[config.mk]
export PLATFORM = sky130hd
export DESIGN_NAME = debug_responder
export DESIGN_NICKNAME = d
export VERILOG_FILES = /design/src/rtl/debug_responder.sv
export SDC_FILE = /design/constraint.sdc
export NUM_CORES = 1
export LEC_CHECK = 0
export ABC_AREA = 1
export BUFFER_PORTS_ARGS = -buffer_cell sky130_fd_sc_hd__buf_2
export CAP_MARGIN = 5
export CELL_PAD_IN_SITES_DETAIL_PLACEMENT = 1
export CELL_PAD_IN_SITES_GLOBAL_PLACEMENT = 1
export CORE_AREA = 2 2 163 165
export DETAILED_ROUTE_END_ITERATION = 16
export DIE_AREA = 0 0 165 167
export MAX_ROUTING_LAYER = met4
export PLACE_DENSITY_LB_ADDON = 0.12
export RECOVER_POWER = 25
export REMOVE_ABC_BUFFERS = 1
export SKIP_CTS_REPAIR_TIMING = 1
export SYNTH_ARGS = -nofsm -noshare
export SYNTH_HDL_FRONTEND = slang
export SYNTH_SLANG_ARGS = --single-unit
[constraint.sdc]
create_clock -name i_clk -period 1.8 [get_ports i_clk]
set_input_delay 0.27 -clock i_clk [delete_from_list [all_inputs] [get_ports i_clk]]
set_output_delay 0.27 -clock i_clk [all_outputs]
set_load 0.005 [all_outputs]
[src/rtl/debug_responder.sv]
// Debug port target: decodes register accesses from the debug controller, runs
// halt/run/step on the CPU and 32-bit debug memory accesses over a bus-master port.
module debug_responder #(
    parameter int unsigned MEM_TIMEOUT = 255,
    parameter logic [31:0] ID_VALUE    = 32'h4f4c4431
) (
    input  logic        i_clk,
    input  logic        i_rst_n,
    input  logic [1:0]  i_dbg_addr,
    input  logic [31:0] i_dbg_din,
    output logic [31:0] o_dbg_dout,
    input  logic        i_dbg_wr_en,
    input  logic        i_dbg_req,
    output logic        o_dbg_ack,
    output logic        o_cpu_halt,
    output logic        o_cpu_step,
    input  logic        i_cpu_stopped,
    output logic [31:0] o_mem_addr,
    output logic [31:0] o_mem_wdata,
    input  logic [31:0] i_mem_rdata,
    output logic        o_mem_access,
    output logic        o_mem_wr_en,
    input  logic        i_mem_ack
);

    localparam int CW = (MEM_TIMEOUT < 2) ? 1 : $clog2(MEM_TIMEOUT + 1);
    localparam logic [CW-1:0] TO_MAX = CW'(MEM_TIMEOUT);

    typedef enum logic [2:0] {
        S_IDLE, S_ACK, S_HALT_WAIT, S_STEP_PULSE, S_STEP_WAIT, S_MEM, S_DONE
    } state_t;

    state_t      r_state, w_next;
    logic [1:0]  r_sel;
    logic        r_wr;
    logic [31:0] r_wdata;
    logic [31:0] r_dout;
    logic [31:0] r_addr;
    logic [31:0] r_data;
    logic        r_error;
    logic        r_halt;
    logic        r_mem_wr;
    logic        r_step_first;
    logic [CW-1:0] r_cnt;

    logic        w_cmd_wr;
    logic [2:0]  w_cmd;
    logic        w_timeout;
    logic        w_busy;
    logic        w_mem_act;
    logic [31:0] w_rd_mux;

    assign w_cmd_wr  = i_dbg_req & i_dbg_wr_en & (i_dbg_addr == 2'd0);
    assign w_cmd     = i_dbg_din[2:0];
    assign w_timeout = (r_cnt == TO_MAX);

    always_ff @(posedge i_clk or negedge i_rst_n) begin
        if (!i_rst_n) r_state <= S_IDLE;
        else          r_state <= w_next;
    end

    always_comb begin
        w_next = r_state;
        case (r_state)
            S_IDLE: begin
                if (i_dbg_req) begin
                    if (w_cmd_wr) begin
                        case (w_cmd)
                            3'd0:    w_next = S_HALT_WAIT;
                            3'd2:    w_next = i_cpu_stopped ? S_STEP_PULSE : S_ACK;
                            3'd3,
                            3'd4:    w_next = S_MEM;
                            default: w_next = S_ACK;
                        endcase
                    end else begin
                        w_next = S_ACK;
                    end
                end
            end
            S_ACK:        w_next = S_DONE;
            S_HALT_WAIT:  if (i_cpu_stopped) w_next = S_ACK;
            S_STEP_PULSE: w_next = S_STEP_WAIT;
            // The CPU may still report stopped in the cycle right after the pulse.
            S_STEP_WAIT:  if (!r_step_first && i_cpu_stopped) w_next = S_ACK;
            S_MEM:        if (i_mem_ack || w_timeout) w_next = S_ACK;
            S_DONE:       if (!i_dbg_req) w_next = S_IDLE;
            default:      w_next = S_IDLE;
        endcase
    end

    always_comb begin
        o_dbg_ack  = (r_state == S_ACK);
        o_cpu_step = (r_state == S_STEP_PULSE);
        w_mem_act  = (r_state == S_MEM);
        w_busy     = (r_state != S_IDLE);
    end

    always_comb begin
        case (i_dbg_addr)
            2'd0:    w_rd_mux = {29'b0, r_error, w_busy, i_cpu_stopped};
            2'd1:    w_rd_mux = r_addr;
            2'd2:    w_rd_mux = r_data;
            default: w_rd_mux = ID_VALUE;
        endcase
    end

    always_ff @(posedge i_clk or negedge i_rst_n) begin
        if (!i_rst_n) begin
            r_sel        <= '0;
            r_wr         <= 1'b0;
            r_wdata      <= '0;
            r_dout       <= '0;
            r_addr       <= '0;
            r_data       <= '0;
            r_error      <= 1'b0;
            r_halt       <= 1'b0;
            r_mem_wr     <= 1'b0;
            r_step_first <= 1'b0;
            r_cnt        <= '0;
        end else begin
            r_step_first <= (r_state == S_STEP_PULSE);
            r_cnt        <= w_mem_act ? r_cnt + 1'b1 : '0;
            if (r_state == S_IDLE && i_dbg_req) begin
                r_sel   <= i_dbg_addr;
                r_wr    <= i_dbg_wr_en;
                r_wdata <= i_dbg_din;
                if (!i_dbg_wr_en) r_dout <= w_rd_mux;
                if (w_cmd_wr) begin
                    r_error <= (w_cmd > 3'd4) | ((w_cmd == 3'd2) & ~i_cpu_stopped);
                    if (w_cmd == 3'd0) r_halt <= 1'b1;
                    if (w_cmd == 3'd1) r_halt <= 1'b0;
                    if (w_cmd == 3'd3 || w_cmd == 3'd4) r_mem_wr <= (w_cmd == 3'd4);
                end
            end
            // Register writes land at the edge that ends the ack cycle.
            if (r_state == S_ACK && r_wr) begin
                if (r_sel == 2'd1) r_addr <= r_wdata;
                if (r_sel == 2'd2) r_data <= r_wdata;
            end
            if (w_mem_act) begin
                if (i_mem_ack) begin
                    if (!r_mem_wr) r_data <= i_mem_rdata;
                end else if (w_timeout) begin
                    r_error <= 1'b1;
                end
            end
        end
    end

    assign o_dbg_dout   = r_dout;
    assign o_cpu_halt   = r_halt;
    assign o_mem_access = w_mem_act;
    assign o_mem_wr_en  = w_mem_act & r_mem_wr;
    assign o_mem_addr   = w_mem_act ? r_addr : '0;
    assign o_mem_wdata  = w_mem_act ? r_data : '0;

endmodule

==> results.sh, run 1 <==
export IMPL_antenna_found_initial=3
export IMPL_rsz0062_at_grt="true"
export IMPL_yosys_warnings=0
export IMPL_worstPathCellList="inv_4 -> nand3_4 -> buf_12 -> clkbuf_16 -> nor2_2 -> buf_2"
export IMPL_grt_max_degree=65
export IMPL_h_tree_depth=4
export IMPL_register_area_mm2=0.00366
export IMPL_vdd_drop_max_uv=623
export IMPL_end_kind="output port"
export IMPL_maxCapViolCount=0
export IMPL_postLayoutCellArea_mm2=0.00998
export IMPL_cts_root_buf="clkbuf_16"
export IMPL_drt_wirelength_per_cell_um=17.8
export IMPL_fill_cells=3243
export IMPL_core_mm2=0.0258
export IMPL_syn_mean_instance_area_um2=7.37
export IMPL_final_setup_worst_slack_ns=-0.0701
export IMPL_arrival_ns=1.60
export IMPL_drtIter0Drc=371
export IMPL_fin_skew_ns=0.0109
export IMPL_yosysUniqueCellTypes=26
export IMPL_p_leak_uw=0.00534
export IMPL_start_util_pct=29.7
export IMPL_cts_tree="yes"
export IMPL_period_share_pct=104
export IMPL_num_rows=59
export IMPL_overflow=0
export IMPL_grt_pass1_wl_um=41100
export IMPL_syn2layout_area_growth_pct=30.5
export IMPL_criticalPathCategory="reg -> out"
export IMPL_worstMarginPinSlew_ns=1.19
export IMPL_swShare_pct=40.8
export IMPL_relSlewSlack_pct=20.4
export IMPL_nNetsFinal=1291
export IMPL_cpPeakStageDelay_ns=0.43
export IMPL_placement_cell_area_mm2=0.00906
export IMPL_cp_start_kind="flop"
export IMPL_p_int_uw=9340
export IMPL_clock_latency_ns=0.42
export IMPL_first_pass_iters=5
export IMPL_hold_viol_final=0
export IMPL_critPathSlowestCell="dfrtp_2"
export IMPL_vias=7353
export IMPL_io_buffers=172
export IMPL_ys_seq_elements=146
export IMPL_dp_hpwl_um=18000
export IMPL_drc=0
export IMPL_vias_per_cell=4.69
export IMPL_die_w_um=165
export IMPL_fmaxAchievable_ghz=0.535
export IMPL_critPathMaxFanout=9
export IMPL_synth_seq_area_share_pct=47.8
export IMPL_first_global_vias=7294
export IMPL_die_h_um=167
export IMPL_p_seq_share_pct=34.9
export IMPL_cts_path_max_buffers=2
export IMPL_multi_input_area_mm2=0.00329
export IMPL_setup_violations=61
export IMPL_min_period_ns=1.87
export IMPL_clock_sinks=146
export IMPL_syn_area_mm2=0.00765
export IMPL_clkPwrFrac_pct=23.8
export IMPL_min_delay_path_class="in -> reg"
export IMPL_pin_count=173
export IMPL_grt_usage_pct=20.0
export IMPL_comb_power_share_pct=41.3
export IMPL_violations="negative setup slack"
export IMPL_slew_violations=0
export IMPL_critPathRequiredTime_ns=1.53
export IMPL_switchingPower_uw=6440
export IMPL_cts_buffers=17
export IMPL_power_density_mw_per_mm2=1580
export IMPL_status="finished, violations left"
export IMPL_gp_congestion=0.782
export IMPL_timing_hold_ws_ns=0.0512
export IMPL_drive_above_1_share_pct=26.9
export IMPL_ant_nets=0
export IMPL_clk_pin_slew_ns=0.07
export IMPL_die_area_mm2=0.0276
export IMPL_syn_inst=1038
export IMPL_totalWireLength_um=27900
-- power by group through the flow --
stage | logic [µW] | clock network, µW | registers (µW)
floorplan | 3480 | 0 | 5370
global placement | 5890 | 0 | 5520
detailed placement | 6010 | 0 | 5560
CTS | 6050 | 3840 | 5510
global route | 7410 | 3990 | 5690
finish | 6520 | 3750 | 5500
-- layer usage --
metal | GRT usage [%] | wire [µm]
met5 | - | 0
met1 | 27.9 | 13800
met2 | 30.8 | 12900
met3 | 3.31 | 975
met4 | 4.08 | 210
-- path summary, 6_finish.rpt --
kind                               start              to  slack, ns  cells after the start
hold reg to reg                 r_cnt[0]        r_cnt[0]       0.46                      1
hold / removal             i_dbg_din[25]     r_wdata[25]       0.05                      3
min in group asynchronous        i_rst_n      r_addr[29]       0.63                      2
setup / recovery              r_state[1]  o_mem_wdata[8]      -0.07                      6
setup reg to reg              r_state[1]       r_data[1]      -0.02                     10
max in group asynchronous        i_rst_n      r_state[1]       0.23                      3
-- cells in the mapped netlist --
| cell type | n | area [µm²] |
|---|---|---|
| nand2_1 | 343 | 1290 |
| dfrtp_1 | 146 | 3650 |
| inv_1 | 144 | 541 |
| o21ai_0 | 89 | 445 |
| nor2_1 | 88 | 330 |
| nand3_1 | 45 | 225 |
| clkbuf_1 | 34 | 128 |
| o21ai_2 | 31 | 272 |
| or2_0 | 30 | 188 |
| o22ai_1 | 17 | 106 |
| o211ai_1 | 14 | 105 |
| buf_2 | 13 | 65.1 |
| a21oi_1 | 10 | 50.1 |
| inv_2 | 6 | 22.5 |
| buf_6 | 5 | 56.3 |
| nor3_1 | 5 | 25.0 |
| nor2_2 | 3 | 18.8 |
| o21ai_1 | 3 | 15.0 |
| buf_4 | 2 | 15.0 |
| nand3_2 | 2 | 20.0 |
| nand3_4 | 2 | 35.0 |
| or2_2 | 2 | 12.5 |
| buf_1 | 1 | 3.75 |
| ha_1 | 1 | 12.5 |
| nand2_2 | 1 | 6.26 |
| nor2_4 | 1 | 11.3 |
-- layout by cell type (no fill, tap or decap), types with 4 or more instances in the layout --
master      instances
o21ai_2            31
nand2_1           341
inv_2               4
o22ai_1            17
nor2_1             55
nand3_1            45
o211ai_1           14
nor2_4              6
clkbuf_16          21
buf_6               4
or2_0              30
nor2_2             31
buf_2             171
buf_4              23
buf_12             11
dfrtp_1           144
o21ai_0            89
clkinvlp_4          4
inv_1             144
nor3_1              5
a21oi_1            10
-- final cells by class --
cell class	instances	share of cell area [%]
flip-flops and latches	146	36.6
multi-input cells	687	32.9
repair buffers	216	14.4
inverters	150	5.72
clock buffers	19	4.54
well taps	335	4.20
clock inverters	11	1.55
diodes	3	0.0752
-- worst max-delay path, delay by kind of cell, from the launching register on --
family                 cells  cell delay [ns]
buffers and inverters      4             0.57
DFF                        1             0.43
and+or+nand+nor            2             0.18
-- flip-flops by register name, indices dropped and copies added, names as in the netlist, 2 cells and up --
name        cells
o_dbg_dout     32
r_sel           2
r_state         3
r_cnt           8
r_addr         32
r_data         32
r_wdata        32
-- through the flow --
| step | setup WS (ns) | instances | setup TNS [ns] | total power [µW] | utilization [%] |
|---|---|---|---|---|---|
| floorplan | -0.645 | 983 | -42.23 | 8850 | - |
| global placement | 0.162 | 1521 | 0 | 11400 | 35.2 |
| detailed placement | 0.109 | 1521 | 0 | 11600 | 35.2 |
| CTS | -0.202 | 1551 | -6.72 | 15400 | 37.5 |
| global route | -0.118 | 1567 | -6.29 | 17100 | 38.7 |
| finish | -0.0701 | 1567 | -1.39 | 15800 | 38.7 |
-- cell families after synthesis --
logic type	after synthesis	synth area share [%]
compound gates	164	13.0
fa+ha+maj	1	0.164
buf+inv	205	10.9
flops	146	47.8
simple gates	522	28.2
Power figures use the tool's default switching activity.
==> run 2, diff against run 1 <==
==> constraint.sdc (replaced) <==
create_clock -name i_clk -period 2.4 [get_ports i_clk]
set_input_delay 0.36 -clock i_clk [delete_from_list [all_inputs] [get_ports i_clk]]
set_output_delay 0.36 -clock i_clk [all_outputs]
set_load 0.005 [all_outputs]
==> run 2 against run 1 <==
Effect of this change:
- the run now ends clean
- first-iteration DRC count rose by 15%
- highest routed layer unchanged
- register-to-register slack improved by 0.51 ns
- critical path depth fell by 1
- largest cell class unchanged
- routed wire length fell by 7.5%
==> results.sh, run 2 (synthesized netlist as in run 1, its figures left out) <==
export IMPL_status="completed"
export IMPL_hold_viol_final=0
export IMPL_num_rows=59
export IMPL_cts_path_max_buffers=2
export IMPL_clock_latency_ns=0.43
export IMPL_totalWireLength_um=25800
export IMPL_worstSetupStartpoint="r_state[1]"
export IMPL_clk_pin_slew_ns=0.07
export IMPL_rsz0062_at_grt="false"
export IMPL_setup_violations=0
export IMPL_power_density_mw_per_mm2=1170
export IMPL_final_common_cell="nand2_1"
export IMPL_die_area_mm2=0.0276
export IMPL_drtIter0Drc=427
export IMPL_vias_per_cell=4.60
export IMPL_critPathRequiredTime_ns=2.04
export IMPL_ant_nets=0
export IMPL_r2r_start="r_state[1]"
export IMPL_slew_violations=0
export IMPL_drt_wirelength_per_cell_um=16.6
export IMPL_vias=7132
export IMPL_syn2layout_area_growth_pct=24.0
export IMPL_drive_above_1_share_pct=22.7
export IMPL_final_setup_worst_slack_ns=0.164
export IMPL_place_ws_ns=0.520
export IMPL_first_pass_iters=5
export IMPL_critPathMaxFanout=21
export IMPL_die_w_um=165
export IMPL_overflow=0
export IMPL_gp_congestion=0.803
export IMPL_maxCapViolCount=0
export IMPL_die_h_um=167
export IMPL_ff2ff_path_depth=8
export IMPL_cts_root_buf="clkbuf_16"
export IMPL_clock_sinks=146
export IMPL_fin_skew_ns=0.0101
export IMPL_min_period_ns=2.24
export IMPL_grt_max_degree=65
export IMPL_fill_cells=3202
export IMPL_nNetsFinal=1272
export IMPL_setup_tns_ns=0
export IMPL_min_delay_path_class="in -> reg"
export IMPL_dp_cells=1514
export IMPL_h_tree_depth=4
export IMPL_grt_usage_pct=20.1
export IMPL_start_util_pct=29.7
export IMPL_grt_pass1_wl_um=41100
export IMPL_cp_start_kind="flop"
export IMPL_arrival_ns=1.88
export IMPL_final_cell_mix="nand2_1 (341), buf_2 (171), dfrtp_1 (146), inv_1 (145), o21ai_0 (89)"
export IMPL_core_mm2=0.0258
export IMPL_io_buffers=172
export IMPL_worstMarginPinSlew_ns=0.993
export IMPL_cts_tree="yes"
export IMPL_criticalPathCategory="reg -> out"
export IMPL_period_share_pct=93.2
export IMPL_regToRegEndpoint="r_data[1]"
export IMPL_dp_hpwl_um=17700
export IMPL_drc=0
export IMPL_relSlewSlack_pct=33.8
export IMPL_first_global_vias=7367
export IMPL_layoutNonFillerInstCount=1549
export IMPL_final_core_util_pct=36.8
export IMPL_regToRegSetupSlack_ns=0.49
export IMPL_fmaxAchievable_ghz=0.447
export IMPL_cts_buffers=17
export IMPL_p_leak_uw=0.00515
export IMPL_endpoint="o_mem_wdata[12]"
export IMPL_vdd_drop_max_uv=357
export IMPL_pin_count=173
export IMPL_total_power_uw=11100
export IMPL_end_kind="output port"
export IMPL_antenna_found_initial=2
-- run 2: cell types whose count changed in the layout (fill, tap and decap cells not counted), moves of 2 or more --
cell | before | now
nor2_1 | 55 | 87
nor2_4 | 6 | 3
dfrtp_1 | 144 | 146
buf_6 | 4 | 0
buf_4 | 23 | 18
dfrtp_2 | 2 | 0
clkinv_4 | 2 | 0
nor2_2 | 31 | 2
clkbuf_1 | 0 | 3
clkbuf_2 | 1 | 3
clkbuf_16 | 21 | 17
buf_12 | 11 | 3
-- run 2: layer usage --
layer  track usage [%]  up-vias  wire, µm
met3              2.94       18       964
met5                 -        -         0
met2              30.9      139     12000
li1                  -     3519         -
met4              5.10        0       298
met1              27.7     3456     12500
-- run 2: worst max-delay path: stages (launching register included) --
cell	delay, ns
dfrtp_1	0.45
inv_2	0.14
nand3_4	0.15
buf_4	0.27
nor2_1	0.27
buf_2	0.17
-- run 2: report_power, final --
part | total [µW] | switching, µW | internal [µW]
combinational | 4230 | 2730 | 1500
clock | 2690 | 1120 | 1570
sequential | 4150 | 674 | 3470
-- run 2: per-stage QoR --
step | hold slack, ns | area [µm²]
after global placement | 0.297 | 8920
after floorplan | 0.0644 | 7380
final | 0.136 | 9490
after detailed placement | 0.296 | 8920
after CTS | -0.168 | 9500
after global routing | 0.137 | 9490
-- run 2: final cells by class --
type	instances	area, µm²	share of cell area [%]
flip-flops and latches	146	3650	38.5
multi-input cells	687	3180	33.6
repair buffers	197	1080	11.4
inverters	150	563	5.94
clock buffers	21	450	4.75
well taps	335	419	4.42
clock inverters	11	129	1.36
diodes	2	5.00	0.0528
-- run 2: how the worst min path moves through the flow --
stage	from	endpoint	cells past startpoint
floorplan	i_rst_n	o_cpu_halt	0
global placement	i_rst_n	r_cnt[7]	1
detailed placement	i_rst_n	o_dbg_dout[8]	1
CTS	i_rst_n	o_dbg_dout[28]	1
global route	i_dbg_din[27]	r_wdata[27]	3
finish	i_dbg_din[27]	r_wdata[27]	3
